<file path="config.mk">
export PLATFORM = sky130hd
export DESIGN_NAME = pfd_loop_ctrl
export DESIGN_NICKNAME = d
export VERILOG_FILES = /design/src/rtl/pfd_loop_ctrl.sv
export SDC_FILE = /design/constraint.sdc
export NUM_CORES = 1
export LEC_CHECK = 0
export ABC_CLOCK_PERIOD_IN_PS = 3700
export CAP_MARGIN = 40
export CORE_MARGIN = 3
export CORE_UTILIZATION = 50
export DETAILED_ROUTE_END_ITERATION = 12
export PLACE_DENSITY = 0.69
export SETUP_SLACK_MARGIN = 0.5
export SYNTH_ARGS = -nofsm -noshare
export SYNTH_HDL_FRONTEND = slang
export SYNTH_SLANG_ARGS = --single-unit
</file>
<file path="constraint.sdc">
create_clock -name clk -period 3.7 [get_ports clk]
set_input_delay 0.37 -clock clk [delete_from_list [all_inputs] [get_ports clk]]
set_output_delay 0.37 -clock clk [all_outputs]
set_load 0.01 [all_outputs]
</file>
<file path="src/rtl/pfd_loop_ctrl.sv">
// pfd_loop_ctrl: ring-osc PLL loop controller; windows PFD up/down, coarse/fine code search.
// Ports: clk, temp_reset_out (async, active-low), enable, up, down -> tune_code, state, locked, sat.
// Define PFD_LOCK_DETECT_EN to build the LOCKED state, bal_cnt and the locked output.
module pfd_loop_ctrl #(
  parameter int CODE_W      = 8,
  parameter int CODE_INIT   = 128,
  parameter int COARSE_STEP = 8,
  parameter int WIN_W       = 6,
  parameter int DEADBAND    = 2,
  parameter int LOCK_CNT    = 16
) (
  input  logic              clk,
  input  logic              temp_reset_out,
  input  logic              enable,
  input  logic              up,
  input  logic              down,
  output logic [CODE_W-1:0] tune_code,
  output logic [1:0]        state,
  output logic              locked,
  output logic              sat
);

  localparam logic [1:0] S_IDLE   = 2'b00;
  localparam logic [1:0] S_COARSE = 2'b01;
  localparam logic [1:0] S_FINE   = 2'b10;
`ifdef PFD_LOCK_DETECT_EN
  localparam logic [1:0] S_LOCKED = 2'b11;
  localparam int BAL_W =
    ($clog2(LOCK_CNT) > 0) ? $clog2(LOCK_CNT) : 1;
  localparam logic [BAL_W-1:0] BAL_LAST =
    BAL_W'(LOCK_CNT - 1);
`endif

  localparam int DW = WIN_W + 2;
  localparam logic signed [DW-1:0] DB_P = DW'(DEADBAND);
  localparam logic signed [DW-1:0] DB_N = DW'(-DEADBAND);
  localparam logic [CODE_W:0] STEP_C = (CODE_W+1)'(COARSE_STEP);
  localparam logic [CODE_W:0] STEP_F = (CODE_W+1)'(1);
  localparam logic [CODE_W-1:0] INIT = CODE_W'(CODE_INIT);

  logic              up_s1, up_s2;
  logic              dn_s1, dn_s2;
  logic [WIN_W-1:0]  wcnt;
  logic [WIN_W:0]    up_cnt, dn_cnt;
  logic [WIN_W:0]    win_up, win_dn;
  logic signed [DW-1:0] diff;
  logic              run, win_end;
  logic              dec_vld, dec_up, dec_dn, dec_nz;
  logic              prev_up, prev_dn, flip;
  logic [1:0]        state_q, state_d;
  logic [CODE_W-1:0] code_q, code_d;
  logic              sat_q, sat_d;
  logic              pu_d, pd_d;
  logic [CODE_W:0]   step, code_x, sum_up, sum_dn;
  logic [CODE_W-1:0] st_code;
  logic              st_sat;
`ifdef PFD_LOCK_DETECT_EN
  logic [BAL_W-1:0]  bal_q, bal_d;
  logic              locked_q;
`endif

  // PFD pulses are asynchronous: two-flop synchronizers
  always_ff @(posedge clk or negedge temp_reset_out) begin
    if (!temp_reset_out) begin
      up_s1 <= 1'b0;
      up_s2 <= 1'b0;
      dn_s1 <= 1'b0;
      dn_s2 <= 1'b0;
    end else begin
      up_s1 <= up;
      up_s2 <= up_s1;
      dn_s1 <= down;
      dn_s2 <= dn_s1;
    end
  end

  assign run     = enable && (state_q != S_IDLE);
  assign win_end = run && (wcnt == '1);

  // Window totals include the sample of the wrap cycle itself
  assign win_up = up_cnt + {{WIN_W{1'b0}}, up_s2};
  assign win_dn = dn_cnt + {{WIN_W{1'b0}}, dn_s2};
  assign diff   = $signed({1'b0, win_up}) - $signed({1'b0, win_dn});

  always_ff @(posedge clk or negedge temp_reset_out) begin
    if (!temp_reset_out) begin
      wcnt   <= '0;
      up_cnt <= '0;
      dn_cnt <= '0;
    end else if (!run || win_end) begin
      wcnt   <= '0;
      up_cnt <= '0;
      dn_cnt <= '0;
    end else begin
      wcnt   <= wcnt + 1'b1;
      up_cnt <= win_up;
      dn_cnt <= win_dn;
    end
  end

  // Decision is registered; code/state act on it one cycle later
  always_ff @(posedge clk or negedge temp_reset_out) begin
    if (!temp_reset_out) begin
      dec_vld <= 1'b0;
      dec_up  <= 1'b0;
      dec_dn  <= 1'b0;
    end else begin
      dec_vld <= win_end;
      dec_up  <= win_end && (diff > DB_P);
      dec_dn  <= win_end && (diff < DB_N);
    end
  end

  assign dec_nz = dec_up || dec_dn;
  assign flip   = (dec_up && prev_dn) || (dec_dn && prev_up);

  // Saturating step of the tuning code
  assign step   = (state_q == S_COARSE) ? STEP_C : STEP_F;
  assign code_x = {1'b0, code_q};
  assign sum_up = code_x + step;
  assign sum_dn = code_x - step;

  always_comb begin
    st_code = code_q;
    st_sat  = 1'b0;
    unique case (1'b1)
      dec_up: begin
        if (sum_up[CODE_W]) begin
          st_code = '1;
          st_sat  = 1'b1;
        end else begin
          st_code = sum_up[CODE_W-1:0];
        end
      end
      dec_dn: begin
        if (step > code_x) begin
          st_code = '0;
          st_sat  = 1'b1;
        end else begin
          st_code = sum_dn[CODE_W-1:0];
        end
      end
      default: begin
        st_code = code_q;
        st_sat  = 1'b0;
      end
    endcase
  end

  always_ff @(posedge clk or negedge temp_reset_out) begin
    if (!temp_reset_out) begin
      state_q <= S_IDLE;
    end else begin
      state_q <= state_d;
    end
  end

  always_comb begin
    state_d = state_q;
    case (state_q)
      S_IDLE: begin
        if (enable) state_d = S_COARSE;
      end
      S_COARSE: begin
        if (dec_vld && (!dec_nz || flip))
          state_d = S_FINE;
      end
      S_FINE: begin
`ifdef PFD_LOCK_DETECT_EN
        if (dec_vld && !dec_nz && bal_q == BAL_LAST)
          state_d = S_LOCKED;
`endif
      end
      default: begin
`ifdef PFD_LOCK_DETECT_EN
        if (dec_vld && dec_nz) state_d = S_FINE;
`else
        state_d = S_FINE;
`endif
      end
    endcase
    if (!enable) state_d = S_IDLE;
  end

  always_comb begin
    code_d = code_q;
    sat_d  = sat_q;
    pu_d   = prev_up;
    pd_d   = prev_dn;
`ifdef PFD_LOCK_DETECT_EN
    bal_d  = bal_q;
`endif
    if (enable) begin
      if (state_q == S_IDLE) begin
        code_d = INIT;
        sat_d  = 1'b0;
        pu_d   = 1'b0;
        pd_d   = 1'b0;
`ifdef PFD_LOCK_DETECT_EN
        bal_d  = '0;
`endif
      end else if (dec_vld) begin
        if (dec_nz) begin
          code_d = st_code;
          sat_d  = sat_q | st_sat;
        end
        if (state_q == S_COARSE && dec_nz) begin
          pu_d = dec_up;
          pd_d = dec_dn;
        end
`ifdef PFD_LOCK_DETECT_EN
        if (state_q == S_FINE && !dec_nz)
          bal_d = (bal_q == BAL_LAST) ? '0 : bal_q + 1'b1;
        else
          bal_d = '0;
`endif
      end
    end
  end

  always_ff @(posedge clk or negedge temp_reset_out) begin
    if (!temp_reset_out) begin
      code_q  <= INIT;
      sat_q   <= 1'b0;
      prev_up <= 1'b0;
      prev_dn <= 1'b0;
    end else begin
      code_q  <= code_d;
      sat_q   <= sat_d;
      prev_up <= pu_d;
      prev_dn <= pd_d;
    end
  end

`ifdef PFD_LOCK_DETECT_EN
  always_ff @(posedge clk or negedge temp_reset_out) begin
    if (!temp_reset_out) begin
      bal_q    <= '0;
      locked_q <= 1'b0;
    end else begin
      bal_q    <= bal_d;
      locked_q <= (state_d == S_LOCKED);
    end
  end
  assign locked = locked_q;
`else
  assign locked = 1'b0;
`endif

  assign tune_code = code_q;
  assign state     = state_q;
  assign sat       = sat_q;

endmodule

</file>
== Yosys cells after proc, flatten, opt, wreduce, memory -nomap -nowiden ==
Index checks and enable logic that the tools add are counted.

* Flip-flop bits (word level): 40
* Logic and storage cells: 79
* Output and inout bits: 12

* Multiplexer cells: 25
* Reductions and logical operators: 24
* $add $sub $neg: 6
* Equality and inequality tests: 5
* Bitwise gates (word level): 1
* Magnitude comparators: 3

{| class="wikitable"
|+ Operators with widths
! kind !! count
|-
| $mux 8 || 5
|-
| $pmux 8 s2 || 1
|-
| $add 7x1->7 || 2
|-
| $mux 7 || 2
|-
| $mux 1 || 11
|-
| $add 8x4->9 || 1
|-
| $gt 4x8->1 || 1
|-
| $gt 8x3->1 const B || 1
|-
| $logic_and 1x1->1 || 8
|-
| $lt 8x2->1 const B || 1
|-
| $reduce_bool 2->1 || 4
|-
| $sub 7x7->8 || 1
|-
| $sub 8x4->8 || 1
|-
| $add 6x1->6 const B || 1
|-
| $eq 6x6->1 const B || 1
|-
| $mux 6 || 1
|-
| $pmux 2 s3 || 1
|-
| $reduce_and 3->1 || 2
|-
| $logic_or 1x1->1 || 4
|-
| $mux 2 || 2
|-
| $mux 4 || 1
|-
| $reduce_and 4->1 || 1
|-
| $ne 3x2->1 const B || 1
|-
| $reduce_bool 3->1 || 1
|-
| other kinds (8) || 9
|}

== Longest topological paths before layout ==
Gate-level depths: netlist of the first run.

* Word-level depth: 9
* Gate-level depth with buffers: 11
* Gate-level depth less buffers: 11

== Worst setup path before layout of the first run ==
OpenSTA, ideal clock, no wires.

* Path kind: register -> register
* From: register dn_s2
* To: register dec_up
* Data arrival time: 2.477 ns
* Slack: 1.097 ns
* Stages on the path, launching flop included: 11
* Buffers on the path: 0
* Setup time: 0.126 ns
* Period minus slack after synthesis: 2.603 ns
* Required time: 3.574 ns
* Cell sequence: dfrtp_1 -> ha_1 -> ha_1 -> inv_1 -> ha_1 -> a21o_2 -> maj3_1 -> xor2_1 -> nor3_1 -> nor2_1 -> o311a_1

* Cells in the longest elaborated chain, start to end: 4

{| class="wikitable"
|+ Ends and longest elaborated chain
! element !! line !! RTL
|-
| from (decl) || 42 || <nowiki>logic dn_s1, dn_s2;</nowiki>
|-
| from (signal assigned) || 73 || <nowiki>dn_s2 <= dn_s1;</nowiki>
|-
| $add 7x1->7 || 82 || <nowiki>assign win_dn = dn_cnt + {{WIN_W{1'b0}}, dn_s2};</nowiki>
|-
| $sub 7x7->8 || 83 || <nowiki>assign diff = $signed({1'b0, win_up}) - $signed({1'b0, win_dn});</nowiki>
|-
| $gt 8x3->1 || 109 || <nowiki>dec_up <= win_end && (diff > DB_P);</nowiki>
|-
| $logic_and 1x1->1 || 109 ||
|-
| to (signal assigned) || 109 ||
|-
| to (decl) || 48 || <nowiki>logic dec_vld, dec_up, dec_dn, dec_nz;</nowiki>
|}

Every way passes these cells.
A chain may end at the register's enable or synchronous reset.

== Worst setup path in the final report of the first run ==
* From: register state_q[1] (netlist: state[1])
* To: register code_q[5] (netlist: tune_code[5])

* Cells in the longest elaborated chain, start to end: 8
* Elaborated cells between the ends (all ways): 16
* Classes of those cells: 2 x add/sub; 1 x order compare; 1 x eq/ne; 7 x mux; 5 x reduce/logical

{| class="wikitable"
|+ Ends and longest elaborated chain
! element !! line !! RTL
|-
| from (decl) || 50 || <nowiki>logic [1:0] state_q, state_d;</nowiki>
|-
| from (signal assigned) || 154 || <nowiki>state_q <= state_d;</nowiki>
|-
| $eq 2x1->1 || 118 || <nowiki>assign step = (state_q == S_COARSE) ? STEP_C : STEP_F;</nowiki>
|-
| $mux 4 || 118 ||
|-
| $sub 8x4->8 (tied with other cells) || 121 || <nowiki>assign sum_dn = code_x - step;</nowiki>
|-
| $mux 8, on equally long branches || 136, 128 ||
|-
| $pmux 8 s2 || 126 || <nowiki>unique case (1'b1)</nowiki>
|-
| $mux 8 || 203 || <nowiki>if (dec_nz) begin</nowiki>
|-
| $mux 8 || 202 || <nowiki>end else if (dec_vld) begin</nowiki>
|-
| $mux 8 || 194 || <nowiki>if (state_q == S_IDLE) begin</nowiki>
|-
| to (signal assigned) || 228 || <nowiki>code_q <= code_d;</nowiki>
|-
| to (decl) || 51 || <nowiki>logic [CODE_W-1:0] code_q, code_d;</nowiki>
|}

Parallel ways exist; a longest one is shown, timed or not. The select of a mux whose other input is x is not followed.

==> metrics.yaml, run 1 <==
power:
  netSwitchingFraction_pct: 25.4
  clkPwrFrac_pct: 34.0
  p_leak_nw: 1.35
  pwr-share-seq_pct: 53.6
  ir_worst_vdd_mv: 0.207
  p_int_w: 0.000620
  p_per_area_nw_per_um2: 294
  p_switching_w: 0.000211
  power_frac_comb_pct: 12.4
cells_and_area:
  layout.cells.non_filler: 340
  drive_gt1_share_pct: 10.3
  seq_area_um2: 1000
  fillCellCount: 417
  post-route-util_pct: 59.1
  multi_input_area_um2: 1420
  nets: 295
  area_growth_pct: 12.3
  antenna_cells: 0
critical_path:
  path_max_fanout: 9
  critPathBufInv: 1
  end_kind: "flip-flop"
  cp_data_arrival_time_ns: 3.05
  worstPathRequired_ns: 3.89
  max_stage_delay_ns: 0.55
  startpoint_type: "flip-flop"
  crit_type: "reg2reg"
  worstPathCellList: "nand2b_1 -> ha_1 -> inv_2 -> a31o_2 -> and3_1 -> a31oi_1 -> o21ai_0 -> a22o_1"
  crit_family: "compound AO/OA/AOI/OAI gates"
  critPathSlowestCell: "a31oi_1"
detailed_routing:
  ant_nets: 0
  drtPass1Iterations: 4
  drt_wl_total_um: 4750
  viasPerCell: 5.51
  drtIter0Drc: 123
  drc: 0
  routedWlPerCell_um: 14.0
  vias: 1874
synthesis:
  synth_area_leaders: "dfrtp_1, ha_1, nor2_1"
  ys_top_cells_by_count: "dfrtp_1, nor2_1, ha_1"
  synth_nets: 279
  yosysSeqAreaShare_pct: 39.8
  ys_ff_latch: 40
  yosys_warnings: 0
  syn_avg_cell_area_um2: 9.84
  synthArstFlopShare_pct: 100
  yosysUniqueCellTypes: 54
  yosysTopAreaCell: "dfrtp_1"
  yosysTopAreaCellShare_pct: 38.7
  synthCells: 256
  synth_area_um2: 2520
  yosysMostFrequentCell: "dfrtp_1"
  synth_edf_count: 0
  synthFlopType: "dfrtp_1"
timing:
  max_clock_freq_mhz: 350
  setup-tns-final_ns: 0
  skew_ns: 0.0143
  setup_slack_ns: 0.842
  drv_slew: 0
  period_share_pct: 77.3
  rsz0062_at_grt: "false"
  hold_viol: 0
  min_period_ns: 2.86
  setup_violations: 0
  relSlewSlack_pct: 55.1
  worst_pin_slew_ns: 0.670
clocking:
  cts_tree: "done"
  cts.repair.resized: 0
  numCtsBuffers: 5
  cts_buffer_depth: 2
  cts_hold_buf: 0
  cts_sinks: 40
  cts_htree_levels: 2
  clk_latency_ns: 0.30
  cts.clk_slew.worst_paths_ns: 0.08
  clockRootBuffer: "clkbuf_8"
  postCtsSetupBuffers: 0
placement:
  pre_cts_ws_ns: 0.882
  hpwlAfterDp_um: 3570
  io_buffers: 15
  gp_congestion: 0.853
  dp_cells: 332
global_routing:
  grt_pass1_wl_um: 8500
  grt_use_total_pct: 17.7
  antenna_found_initial: 0
  grt_pass1_vias: 1836
  grt_start_max_net_pins: 22
  gr-total-overflow: 0
outcome:
  outcome: "finished, final reports clean"
min_path:
  hold_class: "in2async"
flow_run:
  drv_cap: 0
floorplanning:
  die_h_um: 77.0
  start_util_pct: 52.7
  fp-row-count: 25
  die_w_um: 77.0
  io_pins: 17
  core_area_um2: 4790
  dieArea_um2: 5930
## logic make-up after synthesis
group                    after synthesis  share of synthesized area (%)
flip-flops                            40                           39.8
XOR/XNOR                              27                           11.2
multiplexers                           5                           1.99
AND/OR/NAND/NOR                       79                           15.0
other                                  1                          0.149
buffers and inverters                 25                           3.97
adder cells (fa/ha/maj)               20                           10.1
AO/OA/AOI/OAI                         59                           17.8
## flip-flops by register name (all words and copies together) (netlist names)
signal,cells
dec_dn,1
dec_up,1
tune_code,8
prev_dn,1
up_cnt,7
state,2
dn_cnt,7
up_s1,1
dn_s1,1
wcnt,6
up_s2,1
dn_s2,1
sat,1
prev_up,1
dec_vld,1
## cells in the final DEF (no fill, tap or decap), drive strengths merged, types with 6 or more instances in the layout
cell type	count
o21ai	12
a21oi	8
a22o	6
nand2b	6
nand3	10
clkdlybuf4s50	14
dfrtp	39
nand2	12
xnor2	15
a31oi	6
inv	17
a21o	7
and2	6
clkbuf	7
xor2	12
nor2	32
ha	17
## layout make-up
cell class	instances	share of cell area, %
Tap cell	67	2.96
Inverter	17	2.26
Sequential cell	40	35.4
Multi-Input combinational cell	191	50.1
Clock buffer	7	2.70
Clock inverter	1	0.177
Timing Repair Buffer	17	6.37
## per-stage QoR
step	area (um2)	hold WS, ns	total power [W]
CTS	2830	0.0419	0.000844
finish	2830	0.0270	0.000831
floorplan	2520	0.0744	0.000524
global placement	2720	0.334	0.000554
global route	2830	0.0566	0.000875
detailed placement	2750	0.338	0.000558
## worst register-to-register path, stage by stage (launching register included)
cell      delay [ns]
dfrtp_1         0.44
nand2b_1        0.24
ha_1            0.51
inv_2           0.08
a31o_2          0.25
and3_1          0.22
a31oi_1         0.55
o21ai_0         0.19
a22o_1          0.28
## per-layer routing
layer / GRT usage (%) / routed length, um
met5: 0 / 0
met4: 6.41 / 91
met3: 3.87 / 186
met2: 27.9 / 2130
met1: 24.2 / 2340
## power groups by stage
stage / combinational, W / clock [W] / sequential [W]
finish: 0.000103 / 0.000282 / 0.000445
global route: 0.000117 / 0.000312 / 0.000446
CTS: 0.000105 / 0.000294 / 0.000445
global placement: 0.000100 / 0 / 0.000454
floorplan: 0.0000710 / 0 / 0.000453
detailed placement: 0.000104 / 0 / 0.000454
## final timing paths
check	start	endpoint	slack (ns)	cells after the start
worst min register to register	dn_s1	dn_s2	0.35	0
worst max-delay path	state[1]	tune_code[5]	0.84	8
worst max register to register	state[1]	tune_code[5]	0.84	8
max in group asynchronous	temp_reset_out	up_cnt[0]	3.19	2
min in group clk	dn_s1	dn_s2	0.35	0
worst min-delay path	temp_reset_out	tune_code[0]	0.03	1
(Power assumes the default switching activity.)
==> run 2: changes to the inputs <==
--- a/config.mk
+++ b/config.mk
@@ -5,12 +5,12 @@
 export SDC_FILE = /design/constraint.sdc
 export NUM_CORES = 1
 export LEC_CHECK = 0
-export ABC_CLOCK_PERIOD_IN_PS = 3700
+export ABC_CLOCK_PERIOD_IN_PS = 2500
 export CAP_MARGIN = 40
 export CORE_MARGIN = 3
 export CORE_UTILIZATION = 50
 export DETAILED_ROUTE_END_ITERATION = 12
-export PLACE_DENSITY = 0.69
+export PLACE_DENSITY = 0.72
 export SETUP_SLACK_MARGIN = 0.5
 export SYNTH_ARGS = -nofsm -noshare
 export SYNTH_HDL_FRONTEND = slang
==> constraint.sdc (replaced) <==
create_clock -name clk -period 2.5 [get_ports clk]
set_input_delay 0.25 -clock clk [delete_from_list [all_inputs] [get_ports clk]]
set_output_delay 0.25 -clock clk [all_outputs]
set_load 0.01 [all_outputs]
==> metrics.yaml, run 2 (synthesized netlist as in run 1, its figures left out) <==
floorplanning:
  start_util_pct: 52.7  # unchanged
  fp-row-count: 25  # unchanged
  core_area_um2: 4790  # unchanged
  die_w_um: 77.0  # unchanged
  io_pins: 17  # unchanged
  die_h_um: 77.0  # unchanged
  dieArea_um2: 5930  # unchanged
timing:
  setup_violations: 0  # unchanged
  skew_ns: 0.00654  # -0.00774 ns
  hold_viol: 0  # unchanged
  setup_slack_ns: 0.0610  # -0.781 ns
  max_clock_freq_mhz: 410  # +17%
  drv_slew: 0  # unchanged
  min_period_ns: 2.44  # -0.419 ns
  relSlewSlack_pct: 61.1  # +6.0 points
  worst_pin_slew_ns: 0.583  # -0.0872 ns
  rsz0062_at_grt: "true"
  period_share_pct: 97.6  # +20 points
detailed_routing:
  drtPass1Iterations: 4  # unchanged
  drtIter0Drc: 76  # -38%
  ant_nets: 0  # unchanged
  viasPerCell: 5.46  # -0.85%
  vias: 2011  # +7.3%
  drt_wl_total_um: 5560  # +17%
  routedWlPerCell_um: 15.1  # +8.1%
  drc: 0  # unchanged
global_routing:
  gr-total-overflow: 0  # unchanged
  antenna_found_initial: 0  # unchanged
  grt_pass1_vias: 2103  # +15%
  grt_start_max_net_pins: 23  # +4.5%
  grt_use_total_pct: 20.1  # +2.3 points
  grt_pass1_wl_um: 9550  # +12%
power:
  ir_worst_vdd_mv: 0.366  # +77%
  p_total_w: 0.00129  # +55%
  p_per_area_nw_per_um2: 384  # +31%
  p_leak_nw: 1.49  # +10%
placement:
  gp_congestion: 0.917  # +7.6%
  dp_cells: 342  # +3.0%
  place_area_um2: 2980  # +8.3%
  pre_cts_ws_ns: 0.0195  # -0.862 ns
  hpwlAfterDp_um: 3860  # +8.1%
  io_buffers: 15  # unchanged
cells_and_area:
  final_common_cell: "dfrtp_1"
  final_cell_mix: "dfrtp_1, nor2_1, buf_4"
  largest_register_ffs: 8  # unchanged
  fillCellCount: 353  # -15%
  postLayoutCellArea_um2: 3350  # +18%
  post-route-util_pct: 70.0  # +11 points
  layout.cells.non_filler: 368  # +8.2%
  antenna_cells: 0  # unchanged
  nets: 323  # +9.5%
  drive_gt1_share_pct: 32.2  # +22 points
  area_growth_pct: 33.0
clocking:
  cts_tree: "done"
  cts_sinks: 40  # unchanged
  cts_buffer_depth: 2  # unchanged
  cts.clk_slew.worst_paths_ns: 0.08  # about the same
  cts_htree_levels: 2  # unchanged
  clk_latency_ns: 0.29  # about the same
  numCtsBuffers: 5  # unchanged
  clockRootBuffer: "clkbuf_8"
critical_path:
  crit_type: "reg2reg"
  worstRegToRegCells: 10  # +2
  cp_data_arrival_time_ns: 2.62  # -0.43 ns
  end_kind: "flip-flop"
  startpoint_type: "flip-flop"
  worstPathRequired_ns: 2.68  # -1.21 ns
  path_max_fanout: 5  # -4
outcome:
  outcome: "finished, final reports clean"
flow_run:
  drv_cap: 0  # unchanged
min_path:
  whs_path_depth: 0
  hold_class: "reg2reg"
==> run 2: cell types whose count changed in the layout (fill, tap and decap cells not counted), moves of 3 or more <==
cell,change
o21ai_1,+7
buf_6,+4
inv_1,-3
ha_4,+8
buf_4,+23
a21oi_2,+3
ha_1,-10
o21ai_0,-8
a21oi_1,-4
==> run 2: metal layers <==
layer | global-route usage [%] | vias up | share of wire, %
li1 | - | 973 | -
met1 | 22.8 | 981 | 41
met2 | 38.1 | 46 | 54
met3 | 3.52 | 11 | 3.7
met4 | 5.87 | 0 | 1.6
met5 | 0 | - | 0
==> run 2: area by class of cell <==
| cell class | instances | area (um2) | share of cell area, % |
|---|---|---|---|
| multi-input combinational | 191 | 1690 | 50.6 |
| timing repair buffer | 45 | 408 | 12.2 |
| sequential | 40 | 1000 | 30.0 |
| clock buffer | 7 | 86.3 | 2.58 |
| inverter | 17 | 66.3 | 1.98 |
| clock inverter | 1 | 7.51 | 0.224 |
| tap | 67 | 83.8 | 2.50 |
==> run 2: path summary, 6_finish.rpt <==
check	from	to	slack, ns
max reg2reg	dn_cnt[0]	dec_up	0.06
min	dn_s1	dn_s2	0.35
min in group asynchronous	temp_reset_out	tune_code[2]	0.48
max in group asynchronous	temp_reset_out	tune_code[7]	1.46
max	dn_cnt[0]	dec_up	0.06
min reg2reg	dn_s1	dn_s2	0.35
==> run 2: metrics by stage <==
step	hold slack, ns	setup TNS (ns)
4_1_cts	0.352	0
6_report	0.350	0
5_1_grt	0.355	-0.0716
2_1_floorplan	-0.0456	0
3_5_place_dp	0.259	0
3_3_place_gp	0.337	0
==> run 2: report_power, final <==
group | switching [W] | internal, W | leakage [nW]
sequential | 0.00000412 | 0.000655 | 0.539
combinational | 0.0000988 | 0.0000920 | 0.901
clock | 0.000212 | 0.000224 | 0.0445
total | 0.000315 | 0.000971 | 1.49
==> run 2: critical path, stage by stage, from the launching register on <==
cell,delay (ns)
dfrtp_1,0.37
ha_2,0.20
ha_4,0.28
inv_2,0.05
ha_4,0.20
a21o_2,0.20
maj3_2,0.34
a31oi_4,0.22
xnor2_1,0.14
nor2_1,0.06
o311a_1,0.28
==> run 2: repair_timing <==
action | CTS | global route
hold buffers | 1 | 0
endpoints found under the setup margin | 9 | 11
hold endpoints to repair | 21 | 0
gates resized for setup | 15 | 18
pin swaps | 14 | 8
buffers inserted | 13 | 4
